<file path="src/rtl/mread.sv">
`timescale 1ns/1ps
// Memory-read stage: issues aligned MMU reads for loads and partial stores,
// aligns/extends load data and registers all pass-through fields.
module mread (
  input  logic        CLK,
  input  logic        RST,
  input  logic        STALL,
  input  logic        FLUSH,
  output logic        MEM_WAIT,
  output logic        DATA_RDEN,
  output logic [31:0] DATA_RADDR,
  input  logic        DATA_RVALID,
  input  logic [31:0] DATA_RDATA,
  input  logic        EXEC_MEM_R_VALID,
  input  logic [4:0]  EXEC_MEM_R_RD,
  input  logic [31:0] EXEC_MEM_R_ADDR,
  input  logic [3:0]  EXEC_MEM_R_STRB,
  input  logic        EXEC_MEM_R_SIGNED,
  input  logic [4:0]  EXEC_REG_W_RD,
  input  logic [31:0] EXEC_REG_W_DATA,
  input  logic        EXEC_MEM_W_VALID,
  input  logic [31:0] EXEC_MEM_W_ADDR,
  input  logic [3:0]  EXEC_MEM_W_STRB,
  input  logic [31:0] EXEC_MEM_W_DATA,
  output logic        MEMR_MEM_R_VALID,
  output logic [4:0]  MEMR_MEM_R_RD,
  output logic [31:0] MEMR_MEM_R_DATA,
  output logic [4:0]  MEMR_REG_W_RD,
  output logic [31:0] MEMR_REG_W_DATA,
  output logic        MEMR_MEM_W_VALID,
  output logic [31:0] MEMR_MEM_W_ADDR,
  output logic [3:0]  MEMR_MEM_W_STRB,
  output logic [31:0] MEMR_MEM_W_DATA
);

  typedef enum logic [1:0] {S_IDLE, S_WAIT, S_DONE} state_e;

  typedef struct packed {
    logic        r_valid;
    logic [4:0]  r_rd;
    logic [31:0] r_data;
    logic [4:0]  w_rd;
    logic [31:0] w_data;
    logic        m_valid;
    logic [31:0] m_addr;
    logic [3:0]  m_strb;
    logic [31:0] m_data;
  } out_t;

  typedef struct packed {
    logic        is_load;
    logic [4:0]  rd;
    logic [1:0]  off;
    logic [3:0]  size;
    logic        sgn;
    logic        w_valid;
    logic [31:0] w_addr;
    logic [3:0]  w_strb;
    logic [31:0] w_data;
  } hold_t;

  state_e      state_q, state_d;
  logic        drop_q, drop_d;
  out_t        out_q, out_d;
  hold_t       hold_q, hold_d;
  logic [31:0] buf_q, buf_d;

  logic        partial_st, need_read;
  logic [31:0] rd_addr;

  function automatic logic [31:0] align_load(input logic [31:0] word, input logic [1:0] off,
                                             input logic [3:0] size, input logic sgn);
    logic [31:0] sh;
    logic [15:0] hw;
    logic [31:0] r;
    sh = word >> {off, 3'b000};
    hw = off[1] ? word[31:16] : word[15:0];
    case (size)
      4'b0001: r = {{24{sgn & sh[7]}}, sh[7:0]};
      4'b0011: r = {{16{sgn & hw[15]}}, hw};
      default: r = word;
    endcase
    return r;
  endfunction

  // Partial stores commit the raw word on the load-data bus for the write stage to merge.
  function automatic out_t commit_out(input hold_t h, input logic [31:0] word);
    out_t o;
    o = '0;
    if (h.is_load) begin
      o.r_valid = 1'b1;
      o.r_rd    = h.rd;
      o.r_data  = align_load(word, h.off, h.size, h.sgn);
    end else begin
      o.r_data  = word;
      o.m_valid = h.w_valid;
      o.m_addr  = h.w_addr;
      o.m_strb  = h.w_strb;
      o.m_data  = h.w_data;
    end
    return o;
  endfunction

  assign partial_st = EXEC_MEM_W_VALID && (EXEC_MEM_W_STRB != 4'b1111) && (EXEC_MEM_W_STRB != 4'b0000);
  assign need_read  = EXEC_MEM_R_VALID | partial_st;
  assign rd_addr    = EXEC_MEM_R_VALID ? EXEC_MEM_R_ADDR : EXEC_MEM_W_ADDR;
  assign DATA_RADDR = rd_addr & 32'hFFFF_FFFC;
  assign MEM_WAIT   = (state_q != S_IDLE) | drop_q;

  always_comb begin
    state_d   = state_q;
    drop_d    = drop_q;
    out_d     = out_q;
    hold_d    = hold_q;
    buf_d     = buf_q;
    DATA_RDEN = 1'b0;

    case (state_q)
      S_IDLE: begin
        if (drop_q) begin
          if (DATA_RVALID) drop_d = 1'b0;
          if (!STALL)      out_d  = '0;
        end else if (!STALL) begin
          if (need_read) begin
            DATA_RDEN      = 1'b1;
            hold_d.is_load = EXEC_MEM_R_VALID;
            hold_d.rd      = EXEC_MEM_R_RD;
            hold_d.off     = EXEC_MEM_R_ADDR[1:0];
            hold_d.size    = EXEC_MEM_R_STRB;
            hold_d.sgn     = EXEC_MEM_R_SIGNED;
            hold_d.w_valid = EXEC_MEM_W_VALID;
            hold_d.w_addr  = EXEC_MEM_W_ADDR;
            hold_d.w_strb  = EXEC_MEM_W_STRB;
            hold_d.w_data  = EXEC_MEM_W_DATA;
            out_d          = '0;
            state_d        = S_WAIT;
          end else begin
            out_d         = '0;
            out_d.w_rd    = EXEC_REG_W_RD;
            out_d.w_data  = EXEC_REG_W_DATA;
            out_d.m_valid = EXEC_MEM_W_VALID;
            out_d.m_addr  = EXEC_MEM_W_ADDR;
            out_d.m_strb  = EXEC_MEM_W_STRB;
            out_d.m_data  = EXEC_MEM_W_DATA;
          end
        end
      end
      S_WAIT: begin
        if (DATA_RVALID) begin
          if (!STALL) begin
            out_d   = commit_out(hold_q, DATA_RDATA);
            state_d = S_IDLE;
          end else begin
            buf_d   = DATA_RDATA;
            state_d = S_DONE;
          end
        end
      end
      S_DONE: begin
        if (!STALL) begin
          out_d   = commit_out(hold_q, buf_q);
          state_d = S_IDLE;
        end
      end
      default: state_d = S_IDLE;
    endcase

    // A response arriving in the flush cycle settles the outstanding read, so no drop is needed.
    if (FLUSH) begin
      DATA_RDEN = 1'b0;
      out_d     = '0;
      state_d   = S_IDLE;
      drop_d    = ((state_q == S_WAIT) || drop_q) && !DATA_RVALID;
    end
  end

  always_ff @(posedge CLK or negedge RST) begin
    if (!RST) begin
      state_q <= S_IDLE;
      drop_q  <= 1'b0;
      out_q   <= '0;
      hold_q  <= '0;
      buf_q   <= '0;
    end else begin
      state_q <= state_d;
      drop_q  <= drop_d;
      out_q   <= out_d;
      hold_q  <= hold_d;
      buf_q   <= buf_d;
    end
  end

  assign MEMR_MEM_R_VALID = out_q.r_valid;
  assign MEMR_MEM_R_RD    = out_q.r_rd;
  assign MEMR_MEM_R_DATA  = out_q.r_data;
  assign MEMR_REG_W_RD    = out_q.w_rd;
  assign MEMR_REG_W_DATA  = out_q.w_data;
  assign MEMR_MEM_W_VALID = out_q.m_valid;
  assign MEMR_MEM_W_ADDR  = out_q.m_addr;
  assign MEMR_MEM_W_STRB  = out_q.m_strb;
  assign MEMR_MEM_W_DATA  = out_q.m_data;

endmodule

</file>
<file path="config.mk">
export PLATFORM = sky130hd
export DESIGN_NAME = mread
export DESIGN_NICKNAME = d
export VERILOG_FILES = /design/src/rtl/mread.sv
export SDC_FILE = /design/constraint.sdc
export NUM_CORES = 1
export LEC_CHECK = 0
export BUFFER_PORTS_ARGS = -buffer_cell sky130_fd_sc_hd__clkbuf_2
export CORE_ASPECT_RATIO = 1.1
export CORE_MARGIN = 4
export CORE_UTILIZATION = 50
export CTS_BUF_LIST = sky130_fd_sc_hd__clkbuf_16
export CTS_CLUSTER_SIZE = 30
export DETAILED_ROUTE_END_ITERATION = 8
export GPL_TIMING_DRIVEN = 1
export PLACE_DENSITY = 0.86
export SKIP_LAST_GASP = 1
export SYNTH_ARGS = -nofsm -noshare
export SYNTH_HDL_FRONTEND = slang
export SYNTH_SLANG_ARGS = --single-unit
</file>
<file path="constraint.sdc">
create_clock -name CLK -period 3.4 [get_ports CLK]
set_input_delay 0.85 -clock CLK [delete_from_list [all_inputs] [get_ports CLK]]
set_output_delay 0.85 -clock CLK [all_outputs]
set_load 0.05 [all_outputs]
</file>
# Yosys cells after proc, flatten, opt, wreduce, memory -nomap -nowiden

Index checks and enable logic that the tools add are counted.

Register bits after elaboration: 261
Input bits: 186
Output and inout port bits: 178
Word-level logic and storage cells: 91

Equal/unequal tests: 11
Shift operators: 2
Mux-type cells: 35
Bitwise gates (word level): 8
Reductions and logical operators: 14

Operator list:

| operator                                             | number |
|---|---|
| two-way mux 144 bit                                  | 7 |
| one-hot mux 144 bit (3 select lines)                 | 1 |
| one-hot mux 32 bit (2 select lines)                  | 2 |
| two-way mux 106 bit                                  | 1 |
| two-way mux 32 bit                                   | 3 |
| two-way mux 69 bit                                   | 1 |
| >> shifter 32 x 5 -> 8 bit                           | 2 |
| two-way mux 16 bit                                   | 2 |
| != test 3 bit (second input constant)                | 6 |
| two-way mux 2 bit                                    | 7 |
| AND reduction 5 bit                                  | 2 |
| two-way mux 1 bit                                    | 9 |
| nonzero test 4 bit                                   | 2 |
| two-way mux 6 bit                                    | 1 |
| one-hot mux 2 bit (3 select lines)                   | 1 |
| bitwise AND 1 bit                                    | 4 |
| equality test 4 x 1 -> 1 bit (second input constant) | 1 |
| equality test 4 x 2 -> 1 bit (second input constant) | 1 |
| != test 4 bit (second input constant)                | 1 |
| AND reduction 4 bit                                  | 1 |
| nonzero test 2 bit                                   | 2 |
| logical AND 1 bit                                    | 3 |
| AND reduction 3 bit                                  | 1 |
| equality test 2 x 1 -> 1 bit (second input constant) | 1 |
| other kinds (6)                                      | 8 |

# Logic depth before layout (Yosys ltp)

Gate-level depths: netlist (run 1).

Depth after elaboration: 9
Gate-level depth with buffers: 11
Mapped depth without buffers: 7

# Least setup slack after synthesis (run 1)

Ideal clock, no wire load.

Path type: reg-to-output
Start point: register state_q[0]
End point: output DATA_RDEN
Arrival time: 2633 ps
Data required time: 2550 ps
Setup slack: -83 ps
Stages on the path, launching flop included: 5
Path buffers: 0
Cell sequence: dfrtp_1 inv_1 ha_1 nand2b_1 nor4_1

Word-level cells in the longest chain between the ends: 3

RTL lines:

| item                   | RTL line | source |
|---|---|---|
| from (decl)            | 62       | `state_e state_q, state_d;` |
| from (signal assigned) | 185      | `state_q <= state_d;` |
| logical NOT 2 bit      | 118      | `case (state_q)` |
| two-way mux 1 bit      | 118      |  |
| two-way mux 1 bit      | 169      | `if (FLUSH) begin` |
| to (decl)              | 10       | `output logic DATA_RDEN,` |

Every way passes these cells.

# Worst setup path in the final report (run 1)

Start point: input EXEC_MEM_W_STRB[0]
End point: output DATA_RDEN

Word-level cells in the longest chain between the ends: 9
Elaborated cells on any way between the ends: 10
Those cells by class: 1 x eq/ne; 5 x mux; 1 x bitwise; 3 x reduce/logical

RTL lines:

| item                  | RTL line | source |
|---|---|---|
| from (decl)           | 23       | `input logic [3:0] EXEC_MEM_W_STRB,` |
| != test 4 bit         | 104      | `assign partial_st = EXEC_MEM_W_VALID && (EXEC_MEM_W_STRB != 4'b1111) && (EXEC_MEM_W_STRB != 4'b0000);` |
| logical AND 1 bit     | 104      |  |
| logical AND 1 bit (*) | 104      |  |
| OR 1 bit (*)          | 105      | `assign need_read = EXEC_MEM_R_VALID \| partial_st;` |
| two-way mux 1 bit (*) | 124      | `if (need_read) begin` |
| two-way mux 1 bit (*) | 123      | `end else if (!STALL) begin` |
| two-way mux 1 bit (*) | 120      | `if (drop_q) begin` |
| two-way mux 1 bit (*) | 118      |  |
| two-way mux 1 bit (*) | 169      |  |

Mark *: on every way between the ends. The rest lies on a longest branch, timed or not.

==> results.toml, run 1 <==
[worst_setup_path]
worst_ep_arrival_time_ns = 2.26
critPathKind = "primary input to output pin"
worst-path-buf-inv = 2
critPathLaunch = "EXEC_MEM_W_STRB[0]"
crit_family = "simple AND/OR/NAND/NOR gates"
crit_fanout = 4
crit_top_cell = "clkbuf_2"
cp-end-kind = "output pin"
crit_chain = "clkbuf_2 -> or4_1 -> a31oi_1 -> nor4_2 -> clkbuf_2"
cp-start-kind = "primary input"
crit_slowest_cell = "or4_1"
crit_path_max_incr_delay_ns = 0.52
cp_data_required_time_ns = 2.55
worstReg2RegStart = "state_q[0]"

[placement]
portBuffers = 361
dpl_cell_area_mm2 = 0.0134
gp_congestion = 0.905
dp_hpwl_mm = 22.7
dp_slack_ns = 0.291
dp_cells = 1485

[grt]
grt_pass1_vias = 9371
grt_start_max_net_pins = 81
gr-total-overflow = 0
grt_pass1_wl_mm = 50.6
grt_antenna_before_repair = 0
track_usage_pct = 25.0

[sta]
finalCriticalPeriod_ns = 3.11
skew_ns = 0.0270
finalCritPeriodShare_pct = 91.5
hold_violations = 0
worstMarginPinSlew_ns = 1.31
layout_setup_ws_ns = 0.287
max-slew-margin-rel_pct = 12.2
setup_viol = 0
fmax_mhz = 321
report.final.slew_viol_count = 0
tns_ns = 0
rsz0062_at_grt = "no"

[run_status]
status = "complete, no violations"

[yosys]
synth_edf_count = 0
avgSynthCellArea_um2 = 12.9
yosysWarnings = 0
syn_inst = 883
ys_ff_latch = 261
synthDistinctLibCells = 52
synthFlopType = "dfrtp_1"
async_reset_ff_share_pct = 100
seq_area_frac_synth_pct = 57.5
synthesis.area_mm2 = 0.0113

[floorplanning]
start_util_pct = 51.2
rows = 57
die_area_mm2 = 0.0252
ios = 364
die_h_um = 166
die_x_um = 152
core_mm2 = 0.0222

[cts]
postCtsHoldBufs = 0
clock-sinks = 261
clk_latency_ns = 0.54
cts_buffers = 27
clock_path_buffers = 3
clkTransAtPathRegs_ns = 0.06
ctsHtreeMaxLevel = 1
root_buffer = "clkbuf_16"
cts_setup_buffers = 0
cts_resized = 0
tritoncts = "done"

[hold_path]
min_path_type = "primary input to async pin"

[cells_and_area]
stdcell_area_mm2 = 0.0143
diodes = 0
n_fill_cell = 1642
fin_nets = 1408
stdcell_count = 1534
syn2layout_area_growth_pct = 25.9
drive_gt1_share_pct = 47.9

[pwr]
cellLeakagePower_nw = 7.55
vdd_drop_max_mv = 0.544
power_mw = 8.52
p_per_area_mw_per_mm2 = 596

[routing]
drc = 0
initialDrtViolationCount = 741
post_drt_wl_per_cell_um = 21.1
postRouteAntennaNets = 0
routed_wl_mm = 32.4
viasPerCell = 5.92
dr.pass1.iters = 9
num_vias = 9080

[run]
maxCapViolations = 0
## path summary, 6_finish.rpt
path,to,slack (ns),cells after the start
max in group asynchronous,hold_q[39],2.17,2
worst min register to register,MEMR_MEM_R_VALID,0.48,1
worst max register to register,MEMR_MEM_R_DATA[2],0.52,8
min in group CLK,MEMR_MEM_R_VALID,0.48,1
worst max-delay path,DATA_RDEN,0.29,5
worst min-delay path,MEMR_MEM_W_DATA[11],0.26,1
## routing by layer
| layer | GRT usage, % | share of wire, % | up-vias |
|---|---|---|---|
| met5 | 0 | 0 | - |
| met4 | 7.11 | 2.7 | 0 |
| met1 | 31.9 | 37 | 4518 |
| met2 | 41.9 | 49 | 486 |
| met3 | 6.50 | 11 | 63 |
| li1 | - | - | 4013 |
## per-stage QoR
stage	hold slack [ns]	util [%]
global route	0.296	64.4
finish	0.257	64.4
global placement	0.462	60.6
floorplan	0.462	-
CTS	0.279	64.4
detailed placement	0.468	60.6
## power by group
group          internal (mW)  switching, mW
Clock                   1.61           1.23
Sequential              3.58          0.314
Combinational          0.737           1.04
## Yosys cell counts (4+ instances only)
library cell | instances | area, um^2
dfrtp_1 | 261 | 6530
mux2_2 | 160 | 1800
inv_1 | 75 | 282
a222oi_1 | 69 | 691
a22o_1 | 45 | 394
a22oi_1 | 31 | 233
clkbuf_1 | 31 | 116
nand2_1 | 27 | 101
buf_2 | 26 | 130
nor2_1 | 22 | 82.6
nor3_1 | 18 | 90.1
a211o_1 | 16 | 140
o21ai_0 | 14 | 70.1
buf_1 | 9 | 33.8
o22ai_1 | 8 | 50.1
a21oi_1 | 6 | 30.0
a221oi_1 | 6 | 52.6
o31ai_1 | 6 | 45.0
buf_6 | 4 | 45.0
nand2b_1 | 4 | 25.0
nand3_1 | 4 | 20.0
## placed cells by master, fill, tap and decap left out, drive strengths merged, types with 2 or more instances in the layout
cell / Yosys / layout
dfrtp: 261 / 261
nand4: 2 / 2
nor2: 22 / 22
o31ai: 6 / 6
nor2b: 2 / 2
clkbuf: 31 / 387
inv: 75 / 80
o21ai: 15 / 15
a21oi: 6 / 6
mux2: 160 / 160
bufinv: 0 / 2
clkinvlp: 0 / 3
nor4: 2 / 2
buf: 42 / 19
a221oi: 6 / 6
nor4bb: 2 / 2
a22o: 45 / 45
a211o: 16 / 16
o22ai: 8 / 8
a32oi: 2 / 2
o211ai: 2 / 2
a22oi: 32 / 32
nand2: 27 / 27
a31oi: 2 / 2
mux4: 2 / 2
nand2b: 4 / 4
ha: 3 / 3
a222oi: 69 / 69
nor3: 19 / 19
conb: 1 / 2
nand3: 4 / 4
clkinv: 0 / 12
## area by class of cell
class / count / area (um^2) / share of cell area (%)
sequential: 261 / 6530 / 45.7
multi-input combinational: 475 / 4230 / 29.6
timing repair buffer: 379 / 2030 / 14.2
clock buffer: 27 / 676 / 4.73
tap: 295 / 369 / 2.58
inverter: 75 / 282 / 1.97
clock inverter: 22 / 178 / 1.24
## registers in the layout (all words and copies together) (netlist names), 4 cells and up
signal	flops
MEMR_MEM_R_DATA	32
MEMR_MEM_R_RD	5
MEMR_MEM_W_DATA	32
MEMR_REG_W_RD	5
MEMR_MEM_W_ADDR	32
hold_q	82
MEMR_MEM_W_STRB	4
buf_q	32
MEMR_REG_W_DATA	32
## cells by family after synthesis
logic type / after synthesis / synth area share [%]
DFF: 261 / 57.5
AOI/OAI and AO/OA: 216 / 16.2
muxes: 163 / 16.4
buffers and inverters: 148 / 5.55
and+or+nand+nor: 91 / 3.96
adders and majority gates: 3 / 0.331
other: 1 / 0.0330
Note: power is estimated with default switching activity, not from simulation.
==> run 2, diff against run 1 <==
--- a/config.mk
+++ b/config.mk
@@ -5,8 +5,9 @@
 export SDC_FILE = /design/constraint.sdc
 export NUM_CORES = 1
 export LEC_CHECK = 0
+export ABC_CLOCK_PERIOD_IN_PS = 3400
 export BUFFER_PORTS_ARGS = -buffer_cell sky130_fd_sc_hd__clkbuf_2
-export CORE_ASPECT_RATIO = 1.1
+export CORE_ASPECT_RATIO = 2
 export CORE_MARGIN = 4
 export CORE_UTILIZATION = 50
 export CTS_BUF_LIST = sky130_fd_sc_hd__clkbuf_16
@@ -14,6 +15,7 @@
 export DETAILED_ROUTE_END_ITERATION = 8
 export GPL_TIMING_DRIVEN = 1
 export PLACE_DENSITY = 0.86
+export RECOVER_POWER = 100
 export SKIP_LAST_GASP = 1
 export SYNTH_ARGS = -nofsm -noshare
 export SYNTH_HDL_FRONTEND = slang
==> run 2 against run 1 <==
  * Non-clock buffer count grew 5
  * The run now ends with max-capacitance violations, max-slew violations left
  * Core utilization shrank 1.3 points
  * Largest power group unchanged
  * Sequential share of layout area grew 0.80 points
==> results.toml, run 2 (synthesized netlist as in run 1, its figures left out) <==
[placement]
gp_congestion = 0.888
dpl_cell_area_mm2 = 0.0135
dp_slack_ns = 0.367
dp_hpwl_mm = 23.6
portBuffers = 361
dp_cells = 1471

[sta]
finalCritPeriodShare_pct = 92.9
skew_ns = 0.0181
max-slew-margin-rel_pct = -59.7
report.final.slew_viol_count = 88
worstMarginPinSlew_ns = 2.40
tns_ns = 0
layout_setup_ws_ns = 0.242
setup_viol = 0
finalCriticalPeriod_ns = 3.16
hold_violations = 0
rsz0062_at_grt = "no"
fmax_mhz = 317

[pwr]
vdd_drop_max_mv = 0.537
cellLeakagePower_nw = 6.97
p_per_area_mw_per_mm2 = 605

[cells_and_area]
fin_nets = 1410
n_fill_cell = 1759
syn2layout_area_growth_pct = 23.8
mostFrequentLayoutCells = "dfrtp_1, clkbuf_2, clkbuf_1"
final_util_pct = 63.1
largest_reg_flops = 82
regMostFlops = "hold_q"
stdcell_count = 1520
stdcell_area_mm2 = 0.0140
drive_gt1_share_pct = 33.7
multi_input_area_mm2 = 0.00419
seq_area_mm2 = 0.00653
layout_commonest_cell = "dfrtp_1"

[grt]
grt_antenna_before_repair = 5
gr-total-overflow = 0
track_usage_pct = 25.9
grt_pass1_vias = 9576
grt_pass1_wl_mm = 52.4
grt_start_max_net_pins = 91

[hold_path]
min_path_type = "register to register"
hp-start = "hold_q[78]"

[worst_setup_path]
critPathLaunch = "EXEC_MEM_R_VALID"
worst_ep_arrival_time_ns = 2.31
cp_data_required_time_ns = 2.55
crit_chain = "clkbuf_1 -> a31oi_1 -> buf_4 -> nor4_2 -> clkbuf_1"
cp-end-kind = "output pin"
worstReg2RegStart = "state_q[0]"
crit_slowest_cell = "clkbuf_1"
critPathKind = "primary input to output pin"
crit_top_cell = "clkbuf_1"
crit_path_max_incr_delay_ns = 0.49
cp-start-kind = "primary input"
crit_family = "buffers and inverters"
crit_fanout = 8
worst-path-buf-inv = 3

[run]
maxCapViolations = 1

[cts]
cts_setup_buffers = 0
clkTransAtPathRegs_ns = 0.07
clock-sinks = 261
postCtsHoldBufs = 0
cts_buffers = 24
clk_latency_ns = 0.53
cts_resized = 0
tritoncts = "done"
clock_path_buffers = 3
root_buffer = "clkbuf_16"
ctsHtreeMaxLevel = 1

[floorplanning]
rows = 77
start_util_pct = 51.0
core_mm2 = 0.0223
ios = 364
die_area_mm2 = 0.0253
die_x_um = 115
die_h_um = 221

[run_status]
violations = "max-capacitance violations, max-slew violations"
status = "finished, violations left"

[routing]
initialDrtViolationCount = 1043
drc = 0
dr.pass1.iters = 6
postRouteAntennaNets = 0
viasPerCell = 6.10
routed_wl_mm = 33.5
num_vias = 9266
post_drt_wl_per_cell_um = 22.1
==> run 2: cell types whose count changed in the layout (fill, tap and decap cells not counted), sizes merged <==
cell and delta:
inv -1, clkbuf +5, diode +5, bufinv +2, buf -2, clkinv -5, clkinvlp +1
==> run 2: power breakdown <==
part	internal [mW]	total, mW	switching (mW)
registers	3.58	3.91	0.333
clock network	1.65	2.85	1.20
logic	0.712	1.73	1.02
total	5.94	8.49	2.55
==> run 2: area by class of cell <==
cell class / count / area share (%)
Sequential cell: 261 / 46.5
Multi-Input combinational cell: 475 / 29.8
Timing Repair Buffer: 384 / 13.1
Clock buffer: 25 / 4.45
Tap cell: 276 / 2.46
Inverter: 75 / 2.00
Clock inverter: 19 / 1.52
Antenna cell: 5 / 0.0891
==> run 2: metrics by stage <==
step           power (mW)  hold WS (ns)
2_1_floorplan        5.13         0.462
3_3_place_gp         5.63         0.464
3_5_place_dp         5.72         0.468
4_1_cts              8.59         0.361
5_1_grt              8.87         0.503
6_report             8.49         0.482
==> run 2: path summary, 6_finish.rpt <==
| check | end | slack [ns] | cells after the start |
|---|---|---|---|
| min in group asynchronous | hold_q[19] | 1.02 | 1 |
| max in group asynchronous | buf_q[18] | 0.81 | 2 |
| hold / removal | MEMR_MEM_R_RD[2] | 0.48 | 1 |
| setup / recovery | DATA_RDEN | 0.24 | 5 |
| setup reg to reg | MEMR_MEM_W_ADDR[21] | 0.42 | 8 |
| hold reg to reg | MEMR_MEM_R_RD[2] | 0.48 | 1 |
==> run 2: metal layers <==
metal  wire, um  GRT usage, %  vias up
met2      17600          45.0      512
met4       1760          12.6        0
met5          0             0        -
li1           -             -     4024
met1      11400          30.3     4625
met3       2800          4.48      105
